### src/rtl/protocol_pkg.sv
// Shared types and defaults for the protocol channel scheduler.
package protocol_pkg;

  typedef enum logic [1:0] {
    S_IDLE,
    S_START,
    S_WAIT,
    S_RELEASE
  } sched_state_t;

  localparam int HOLD_DEF    = 2;
  localparam int TIMEOUT_DEF = 16;

endpackage

### src/rtl/protocol_rr_pick.sv
// Round-robin picker: first set request searching upward from ptr+1, wrapping at NREQ.
module protocol_rr_pick
  import protocol_pkg::*;
#(
  parameter int NREQ = 4,
  parameter int IW   = $clog2(NREQ)
) (
  input  logic [NREQ-1:0] req_i,
  input  logic [IW-1:0]   ptr_i,
  output logic            vld_o,
  output logic [IW-1:0]   idx_o,
  output logic [NREQ-1:0] oh_o
);

  // Scan NREQ positions starting just after the pointer; the pointer itself is checked last.
  always_comb begin
    vld_o = 1'b0;
    idx_o = '0;
    for (int k = 1; k <= NREQ; k++) begin
      if (!vld_o && req_i[(int'(ptr_i) + k) % NREQ]) begin
        vld_o = 1'b1;
        idx_o = IW'((int'(ptr_i) + k) % NREQ);
      end
    end
    oh_o = vld_o ? (NREQ'(1) << idx_o) : '0;
  end

endmodule

### src/rtl/protocol_rr_sched.sv
// Round-robin scheduler sharing one protocol_fsm channel among NREQ requesters.
module protocol_rr_sched
  import protocol_pkg::*;
#(
  parameter int NREQ    = 4,
  parameter int HOLD    = HOLD_DEF,
  parameter int TIMEOUT = TIMEOUT_DEF
) (
  input  logic                    clk,
  input  logic                    rstn,
  input  logic [NREQ-1:0]         req_i,
  output logic [NREQ-1:0]         gnt_o,
  output logic [NREQ-1:0]         done_o,
  output logic [NREQ-1:0]         err_o,
  output logic [$clog2(NREQ)-1:0] owner_o,
  output logic                    busy_o,
  output logic                    ch_in,
  input  logic                    ch_dout
);

  localparam int IW = $clog2(NREQ);
  localparam int HW = $clog2(HOLD + 1);
  localparam int TW = $clog2(TIMEOUT + 1);

  sched_state_t    state_q, state_d;
  logic [NREQ-1:0] gnt_q, gnt_d, done_q, done_d, err_q, err_d;
  logic [IW-1:0]   owner_q, owner_d, ptr_q, ptr_d;
  logic [HW-1:0]   hold_q, hold_d;
  logic [TW-1:0]   wait_q, wait_d;
  logic            ch_in_q, ch_in_d, busy_q, busy_d;

  logic            pick_vld;
  logic [IW-1:0]   pick_idx;
  logic [NREQ-1:0] pick_oh;

  protocol_rr_pick #(.NREQ(NREQ), .IW(IW)) u_pick (
    .req_i (req_i),
    .ptr_i (ptr_q),
    .vld_o (pick_vld),
    .idx_o (pick_idx),
    .oh_o  (pick_oh)
  );

  // Next-state and registered-output values; done/err default low so they pulse one cycle.
  always_comb begin
    state_d = state_q;
    gnt_d   = gnt_q;
    done_d  = '0;
    err_d   = '0;
    owner_d = owner_q;
    ptr_d   = ptr_q;
    hold_d  = hold_q;
    wait_d  = wait_q;
    ch_in_d = ch_in_q;
    case (state_q)
      S_IDLE: begin
        if (pick_vld) begin
          owner_d = pick_idx;
          gnt_d   = pick_oh;
          ch_in_d = 1'b1;
          hold_d  = HW'(HOLD - 1);
          state_d = S_START;
        end
      end
      S_START: begin
        // ch_dout is deliberately ignored while the start line is held.
        if (hold_q == '0) begin
          ch_in_d = 1'b0;
          wait_d  = '0;
          state_d = S_WAIT;
        end else begin
          hold_d = hold_q - 1'b1;
        end
      end
      S_WAIT: begin
        // Completion is checked first so it beats a coincident timeout.
        if (ch_dout) begin
          done_d  = gnt_q;
          state_d = S_RELEASE;
        end else if (wait_q == TW'(TIMEOUT - 1)) begin
          err_d   = gnt_q;
          state_d = S_RELEASE;
        end else begin
          wait_d = wait_q + 1'b1;
        end
      end
      S_RELEASE: begin
        // Extra idle cycle keeps ch_in low long enough for the channel to settle back to idle.
        gnt_d   = '0;
        ptr_d   = owner_q;
        state_d = S_IDLE;
      end
      default: state_d = S_IDLE;
    endcase
    busy_d = (state_d != S_IDLE);
  end

  // State and output registers with synchronous active-low reset.
  always_ff @(posedge clk) begin
    if (!rstn) begin
      state_q <= S_IDLE;
      gnt_q   <= '0;
      done_q  <= '0;
      err_q   <= '0;
      owner_q <= '0;
      ptr_q   <= IW'(NREQ - 1);
      hold_q  <= '0;
      wait_q  <= '0;
      ch_in_q <= 1'b0;
      busy_q  <= 1'b0;
    end else begin
      state_q <= state_d;
      gnt_q   <= gnt_d;
      done_q  <= done_d;
      err_q   <= err_d;
      owner_q <= owner_d;
      ptr_q   <= ptr_d;
      hold_q  <= hold_d;
      wait_q  <= wait_d;
      ch_in_q <= ch_in_d;
      busy_q  <= busy_d;
    end
  end

  assign gnt_o   = gnt_q;
  assign done_o  = done_q;
  assign err_o   = err_q;
  assign owner_o = owner_q;
  assign busy_o  = busy_q;
  assign ch_in   = ch_in_q;

endmodule

### config.mk
export PLATFORM = sky130hd
export DESIGN_NAME = protocol_rr_sched
export DESIGN_NICKNAME = d
export VERILOG_FILES = /design/src/rtl/protocol_pkg.sv /design/src/rtl/protocol_rr_pick.sv /design/src/rtl/protocol_rr_sched.sv
export SDC_FILE = /design/constraint.sdc
export NUM_CORES = 1
export LEC_CHECK = 0
export CORE_UTILIZATION = 53
export DETAILED_ROUTE_END_ITERATION = 16
export PLACE_DENSITY_LB_ADDON = 0.08
export SLEW_MARGIN = 0
export SYNTH_ARGS = -nofsm -noshare
export SYNTH_HDL_FRONTEND = slang
export SYNTH_SLANG_ARGS = --single-unit
### constraint.sdc
create_clock -name clk -period 3.25 [get_ports clk]
set_clock_uncertainty 0.15 [all_clocks]
set_input_delay 0.65 -clock clk [delete_from_list [all_inputs] [get_ports clk]]
set_output_delay 0.65 -clock clk [all_outputs]
set_load 0.01 [all_outputs]
==> results of run 1 <==
[layout make-up]
class | count | area share
multi-input cells | 81 | 0.395
well taps | 27 | 0.0243
clock buffers | 3 | 0.0162
repair buffers | 22 | 0.159
flip-flops and latches | 27 | 0.389
inverters | 5 | 0.0135
clock inverters | 1 | 0.00360
[cell families after synthesis]
family	count (synthesis)	share of synthesized area
buffers and inverters	8	0.0333
adders and majority gates	3	0.0333
xor gates and xnor gates	2	0.0156
and+or+nand+nor	53	0.298
AOI/OAI and AO/OA	22	0.131
DFF	27	0.480
muxes	1	0.00889
[cells in the final DEF, fill, tap and decap left out, types with 3 or more instances in the layout]
cell type	netlist	final
ha_1	3	3
clkbuf_4	0	3
nor2_1	6	6
o21ai_0	3	3
and2_1	9	9
nand2b_1	3	3
dfxtp_1	27	27
nor2b_1	7	7
a21oi_1	7	7
clkdlybuf4s50_1	0	22
nand3_1	5	5
nand2_1	9	9
inv_1	5	5
[where the power goes]
group          internal [mW]  switching (mW)  total (mW)
Clock                 0.0462          0.0977       0.144
Combinational         0.0696          0.0685       0.138
Sequential             0.355          0.0270       0.382
[stage by stage]
step	power, mW	instances	hold slack, ns	setup WS [ns]
2_1_floorplan	0.475	116	0.300	1.47
3_3_place_gp	0.523	162	0.323	0.951
3_5_place_dp	0.526	162	0.343	0.913
4_1_cts	0.664	166	0.365	1.18
5_1_grt	0.699	166	0.383	1.09
6_report	0.664	166	0.360	1.18
[sequential cells by signal, indices dropped and copies added, names as in the netlist]
name and count:
err_o 4, wait_q 5, done_o 4, gnt_o 4, busy_o 1, hold_q 2
owner_o 2, ptr_q 2, ch_in 1, state_q 2
[final timing paths]
kind	slack (ns)	from	end
setup / recovery	1.18	owner_o[0]$_SDFFE_PN0P_	owner_o[0]
hold / removal	0.36	gnt_o[3]$_SDFFE_PN0P_	err_o[3]$_SDFF_PP0_
setup reg to reg	1.30	wait_q[0]$_SDFFE_PN0P_	wait_q[1]$_SDFFE_PN0P_
hold reg to reg	0.36	gnt_o[3]$_SDFFE_PN0P_	err_o[3]$_SDFF_PP0_
[per-layer routing]
layer / vias up / global-route usage / wire (um)
met5: - / 0 / 0
met4: 0 / 0.0667 / 28
met3: 6 / 0.0333 / 77
met2: 23 / 0.278 / 882
met1: 387 / 0.245 / 948
li1: 452 / - / -
==> results, run 1 <==
- The flow ran to the end, and the final reports show no timing, DRC or antenna violations.
- The max-capacitance violation count is 0.
- The utilization after layout is 0.701.
- Entering global routing, the biggest net connects 20 pins.
- The net count of the mapped netlist is 126.
- Traced cell by cell, the critical path runs through clkdlybuf4s50_1.
- In this run the tightest slew margin relative to its limit is 0.617.
- The initial standard-cell utilization of the core is 0.568.
- The number of buffers and inverters on the critical path is 1.
- The startpoint-to-endpoint class of the critical path is reg2out.
- dfxtp_1 is the most common cell in the netlist.
- The number of flip-flops and latches in the synthesized netlist is 27.
- At the end of routability-driven placement, the weighted congestion stood at 0.788.
- The max-slew violation count was 0.
- For the worst-skew pair, the clock arrives at the later sink with an insertion delay of 0.32 ns.
- The worst setup path is captured at a primary output.
- The remaining design rule violation count is 0.
- The area of the core is 1980 um2.
- The number of antenna violations at the first check in global routing was 0.
- The final instance area is 1390 um2.
- The register clock-pin slew on the reported worst setup and hold paths is 0.14 ns.
- The class of the most critical hold timing path is reg2reg.
- Ranked by total cell area, the synthesized netlist is headed by dfxtp_1 (48%), and2_1 (5.0%), nor2b_1 (3.9%), ha_1 (3.3%), a21oi_1 (3.1%).
- The first detailed-routing pass ran for 4 iterations.
- The final sum of negative setup slack is 0 ns.
- Of all cell types, the one taking the most synthesized area is dfxtp_1.
- TritonCTS created 3 clock buffers.
- In this run the clock root is driven by a clkbuf_4.
- The die covers 2310 um2.
- Summing all flip-flop and latch instances after layout gives 541 um2.
- Detailed placement ended at an HPWL of 1450 um.
- Dividing the final minimum period by the clock period gives 0.638.
- The layout cell share with drive strength beyond 1 is 0.0576.
- The peak supply drop is 0.000382 V.
- The area of the mapped netlist is 1130 um2.
- The width of the chip is 48.1 um.
- A synthesized cell averages 9.71 um2.
- The global-route wire length before repair is 2900 um.
- Of all nets on the critical path, the largest fanout is 3.
- The number of global-route vias before repair is 673.
- The share of synthesized area in the top cell type comes to 0.480.
- The cell type of the slowest stage on the worst timing path is clkdlybuf4s50_1.
- The routed via count divided by cell count is 5.23.
- The die is 48.1 um tall.
- Data arrives at the worst endpoint at 1.27 ns.
- The detail-routed net length per standard cell is 11.7 um.
- For this design the ratio of total power to cell area is 478 nW/um2.
- The CTS sink count is 27.
- In this run the remaining antenna-violating nets after routing total 0.
- The number of buffers inserted by hold repair at cts is 0.
- Across every metal layer, demand over resource in global routing totals 0.178.
- During I/O placement, the number of pins put on the boundary was 23.
- The highest achievable clock rate is 0.482 GHz.
- The number of instances on the worst hold path is 1.
- The detailed router's first-iteration violation count is 7.
- The netlist uses 36 different library cells.
- The share of the Yosys chip area taken by registers is 0.480.
- Once placement finished, the instance area stood at 1360 um2.
- The number of antenna diodes in the final layout is 0.
- The synthesized netlist cell count is 116.
- At the worst endpoint, the required time is 2.45 ns.
- The detailed-route wire length is 1940 um.
- The final count of hold timing violations is 0.
- For this run, the post-layout net count is 150.
- Relative to the synthesized area, the layout overhead comes to 23.3%.
- Setup violations remaining at the end of the flow were counted as 0.
- After global routing the overflow that remains totals 0.
- Measured in cells, the most critical reg-to-reg path has a length of 7.
- The floorplan has 16 rows.
- The count of buffers added by post-CTS timing repair for setup is 0.
- The analysis attributes to cell leakage a power of 0.536 nW.
- The number of gates resized after cts is 0.
- The prevailing post-synth register cell is dfxtp_1.
- The quantity of I/O buffers inserted on ports is 22.
- After synthesis, the share of flip-flops with an asynchronous set or reset is 0.
- The commonest cells after synthesis are dfxtp_1 (27), and2_1 (9), nand2_1 (9).
- The synthesis warning total is 0.
- Setup repair after global routing left no endpoint under its margin.
- The multi-input logic area is 548 um2.
- In this run the number of H-tree levels came out at 1.
- The via count is 868.
- The longest individual stage delay on the worst path is 0.55 ns.
- The count of fill cells added during filler insertion is 157.
- In this run, synthesis inferred 0 flip-flops with an integrated enable.
- The longest clock path from root to sink contains 2 buffers.
- The smallest clock period supported by the final layout is computed as 2.07 ns.
- At the pin with the least slew margin, the transition time is 0.572 ns.
- TritonCTS built the clock tree.
- Among cell families on the critical path, the largest total delay comes from buffers and inverters.
- STA classifies the critical path startpoint as a flip-flop.
- The logic depth of the worst path, buffers included is 1.
No activity file was read; power rests on OpenSTA's default activity.
==> run 2, diff against run 1 <==
--- a/config.mk
+++ b/config.mk
@@ -5,7 +5,7 @@
 export SDC_FILE = /design/constraint.sdc
 export NUM_CORES = 1
 export LEC_CHECK = 0
-export CORE_UTILIZATION = 53
+export CORE_UTILIZATION = 49
 export DETAILED_ROUTE_END_ITERATION = 16
 export PLACE_DENSITY_LB_ADDON = 0.08
 export SLEW_MARGIN = 0
==> constraint.sdc (replaced) <==
create_clock -name clk -period 2.1 [get_ports clk]
set_clock_uncertainty 0.15 [all_clocks]
set_input_delay 0.42 -clock clk [delete_from_list [all_inputs] [get_ports clk]]
set_output_delay 0.42 -clock clk [all_outputs]
set_load 0.01 [all_outputs]
==> run 2 against run 1 <==
- global-route usage fell by 1.5 points
- hold slack got worse by 0.013 ns
- non-clock buffer count rose by 1
- clock power rose by 61%
- sequential power rose by 55%
- flip-flop and latch count did not move
- first-iteration DRC count rose by 140%
- critical path depth rose by 6
- clock-buffer cell count did not move
- power rose by 56%
- design area rose by 2.1%
- critical path type is now reg2reg
==> results, run 2 (synthesis gave the netlist of run 1 again) <==
- The net count reported at finish was 151 (+0.67%).
- The number of buffers inserted by hold repair at cts is 0 (unchanged).
- The global-route wire length before repair is 3150 um (+8.6%).
- The final instance area is 1420 um2 (+2.1%).
- The detail-routed net length per standard cell is 11.7 um (+0.22%).
- The total inserted antenna cells is 0 (unchanged).
- The critical path goes through ha_1 > and3_4 > ha_4 > nor4b_4 > nand4_1 > xor2_1 > nor2_1.
- The clock tree root buffer cell is clkbuf_4.
- The kind of capture point of the worst setup path is a flip-flop.
- The class of the most critical hold timing path is reg2reg.
- The worst setup path is launched from a flip-flop.
- The highest achievable clock rate is 0.514 GHz.
- The total power is 1.04 mW (+56%).
- The required time of the worst setup path is 2.19 ns (-0.26 ns).
- The cell type of the slowest stage on the worst timing path is nor4b_4.
- The CTS tree is built.
- The utilization after layout is 0.688 (-0.0133).
- The critical path is of the reg2reg type.
- The pin count of the biggest net entering global routing came to 17 (-15%).
- The number of nets with antenna violations after routing was 0 (unchanged).
- The vertical die dimension is 49.9 um (+3.8%).
- The maximum clock path buffer count came to 2 (unchanged).
- The highest fanout seen on the critical path is 6 (+3).
- The CTS sink count came to 27 (unchanged).
- The peak supply drop was 0.000558 V (+46%).
- The max-slew violation count was 0 (unchanged).
- The final critical path time including I/O delays and setup is 1.95 ns.
- The most critical setup path has its startpoint at wait_q[0]$_SDFFE_PN0P_.
- The number of global-route vias before repair was 775 (+15%).
- The remaining design rule violation count was 0 (unchanged).
- The flow ran to the end, and the final reports show no timing, DRC or antenna violations.
- The initial standard-cell utilization of the core is 0.546 (-0.0221).
- The number of setup violations in the final report was 0 (unchanged).
- Setup repair after global routing left no endpoint under its margin.
- The critical path ends at wait_q[3]$_SDFFE_PN0P_.
- The register clock-pin slew on the reported worst setup and hold paths is 0.15 ns (about the same).
- The layout cell share with drive strength beyond 1 is 0.0857 (+0.0282).
- The placement row count is 16 (unchanged).
- The number of cells traversed by the worst register-to-register path is 7 (unchanged).
- The via count is 880 (+1.4%).
- The area of the core came to 2060 um2 (+4.0%).
- The global-route usage over all layers is 0.163 (-0.0148).
- The weighted congestion reported at the end of routability-driven placement was 0.770 (-2.2%).
- The total power per unit cell area came to 732 nW/um2 (+53%).
- The TritonCTS buffer count is 3 (unchanged).
- The critical path arrival came to 2.04 ns (+0.77 ns).
- The number of antenna violations at the first check in global routing came to 0 (unchanged).
- The longest individual stage delay on the worst path was 0.38 ns (-0.17 ns).
- The die area is 2490 um2 (+7.8%).
- The max-capacitance violation count is 0 (unchanged).
- The worst slew slack as a fraction of its limit is 0.701 (+0.0838).
- The final sum of negative setup slack is 0 ns (unchanged).
- The quantity of I/O buffers inserted on ports is 22 (unchanged).
- The detailed-route wire length is 1950 um (+0.83%).
- The leading cell type in the layout, fill and taps excluded is dfxtp_1.
- The clock latency on the worst-skew pair is 0.32 ns (about the same).
- The most flop-heavy register is wait_q.
- Relative to the synthesized area, the layout overhead comes to 25.9%.
- The I/O pin count is 23 (unchanged).
- The flip-flop count of the largest register after layout is 5 (unchanged).
- The worst-case hold slack was 0.346 ns (-0.0133 ns).
- The final count of hold timing violations was 0 (unchanged).
- The width of the chip is 49.9 um (+3.8%).
- The transition time of the tightest slew-check pin is 0.446 ns (-0.126 ns).
- The top cell types in the final layout, fill and taps aside, are dfxtp_1 (26), clkdlybuf4s50_1 (22), and2_1 (9), nand2_1 (9).
- The slack of the worst reg-to-reg path was 0.15 ns (-1.15 ns).
- The total congestion overflow is 0 (unchanged).
- The instance area after placement is 1370 um2 (+0.55%).
- The leakage component of the power was 0.535 nW (-0.25%).
- The number of levels the H-tree was split into is 1 (unchanged).
- The detailed router's first-iteration violation count came to 17 (+10).
- The first-pass detailed-route iteration total is 4 (unchanged).
- The reg-to-reg endpoint is wait_q[3]$_SDFFE_PN0P_.
- In this run the critical register-to-register path is launched from wait_q[0]$_SDFFE_PN0P_.
- The routed via count divided by cell count is 5.27 (+0.78%).
- The estimated wirelength of the detail-placed design is 1470 um (+1.0%).
- Dividing the final minimum period by the clock period gives 0.926.
-- run 2: changes by cell type in the layout (fill, tap and decap cells not counted), sizes merged --
cell,before,now
clkinv,1,0
buf,0,1
clkinvlp,0,1
-- run 2: how the worst min path moves through the flow --
stage	startpoint	to	slack, ns	cells after the start
CTS	hold_q[0]$_SDFFE_PN0P_	hold_q[0]$_SDFFE_PN0P_	0.35	2
global route	hold_q[0]$_SDFFE_PN0P_	hold_q[0]$_SDFFE_PN0P_	0.37	2
finish	hold_q[0]$_SDFFE_PN0P_	hold_q[0]$_SDFFE_PN0P_	0.35	2
detailed placement	hold_q[0]$_SDFFE_PN0P_	hold_q[0]$_SDFFE_PN0P_	0.33	2
floorplan	hold_q[0]$_SDFFE_PN0P_	hold_q[0]$_SDFFE_PN0P_	0.30	2
global placement	hold_q[0]$_SDFFE_PN0P_	hold_q[0]$_SDFFE_PN0P_	0.32	2
-- run 2: per-stage QoR --
stage | setup slack (ns) | std cells
floorplan | 0.319 | 116
global placement | 0.0380 | 163
detailed placement | 0.00951 | 163
CTS | 0.132 | 167
global route | 0.0103 | 167
finish | 0.154 | 167
-- run 2: final cells by class --
type,instances,area (um2)
flip-flops and latches,27,542
fillers,174,644
clock inverters,1,7.51
inverters,5,18.8
well taps,27,33.8
multi-input cells,81,566
clock buffers,3,22.5
repair buffers,23,228
-- run 2: per-layer routing --
| layer | part of all wire | up-vias | track usage |
|---|---|---|---|
| met3 | 0.045 | 0 | 0.0278 |
| met4 | 0 | 0 | 0.0429 |
| li1 | - | 457 | - |
| met5 | 0 | - | 0 |
| met2 | 0.47 | 24 | 0.300 |
| met1 | 0.49 | 399 | 0.192 |
-- run 2: report_power, final --
group          leakage [nW]  internal, mW  switching (mW)
registers             0.221         0.550          0.0421
clock network        0.0139        0.0728           0.159
logic                 0.301         0.108           0.106
-- run 2: critical path, delay by kind of cell (launching register included) --
kind | cells | cell delay, ns
XOR/XNOR | 1 | 0.20
adder cells (fa/ha/maj) | 2 | 0.37
flip-flops | 1 | 0.36
AND/OR/NAND/NOR | 4 | 0.78
-- run 2: repair_timing --
action                     4_1_cts  5_1_grt
resized for setup                0        4
setup buffers                    0        0
setup endpoints to repair        0        1
==> run 3, diff against run 2 <==
==> constraint.sdc (replaced) <==
create_clock -name clk -period 2.1 [get_ports clk]
set_clock_uncertainty 0.15 [all_clocks]
set_input_delay 0.42 -clock clk [delete_from_list [all_inputs] [get_ports clk]]
set_output_delay 0.42 -clock clk [all_outputs]
set_load 0.02 [all_outputs]
==> results of run 3 <==
The final DEF is identical to that of run 2. Status: completed.
Among the figures that moved: total power 1.04 mW -> 1.05 mW
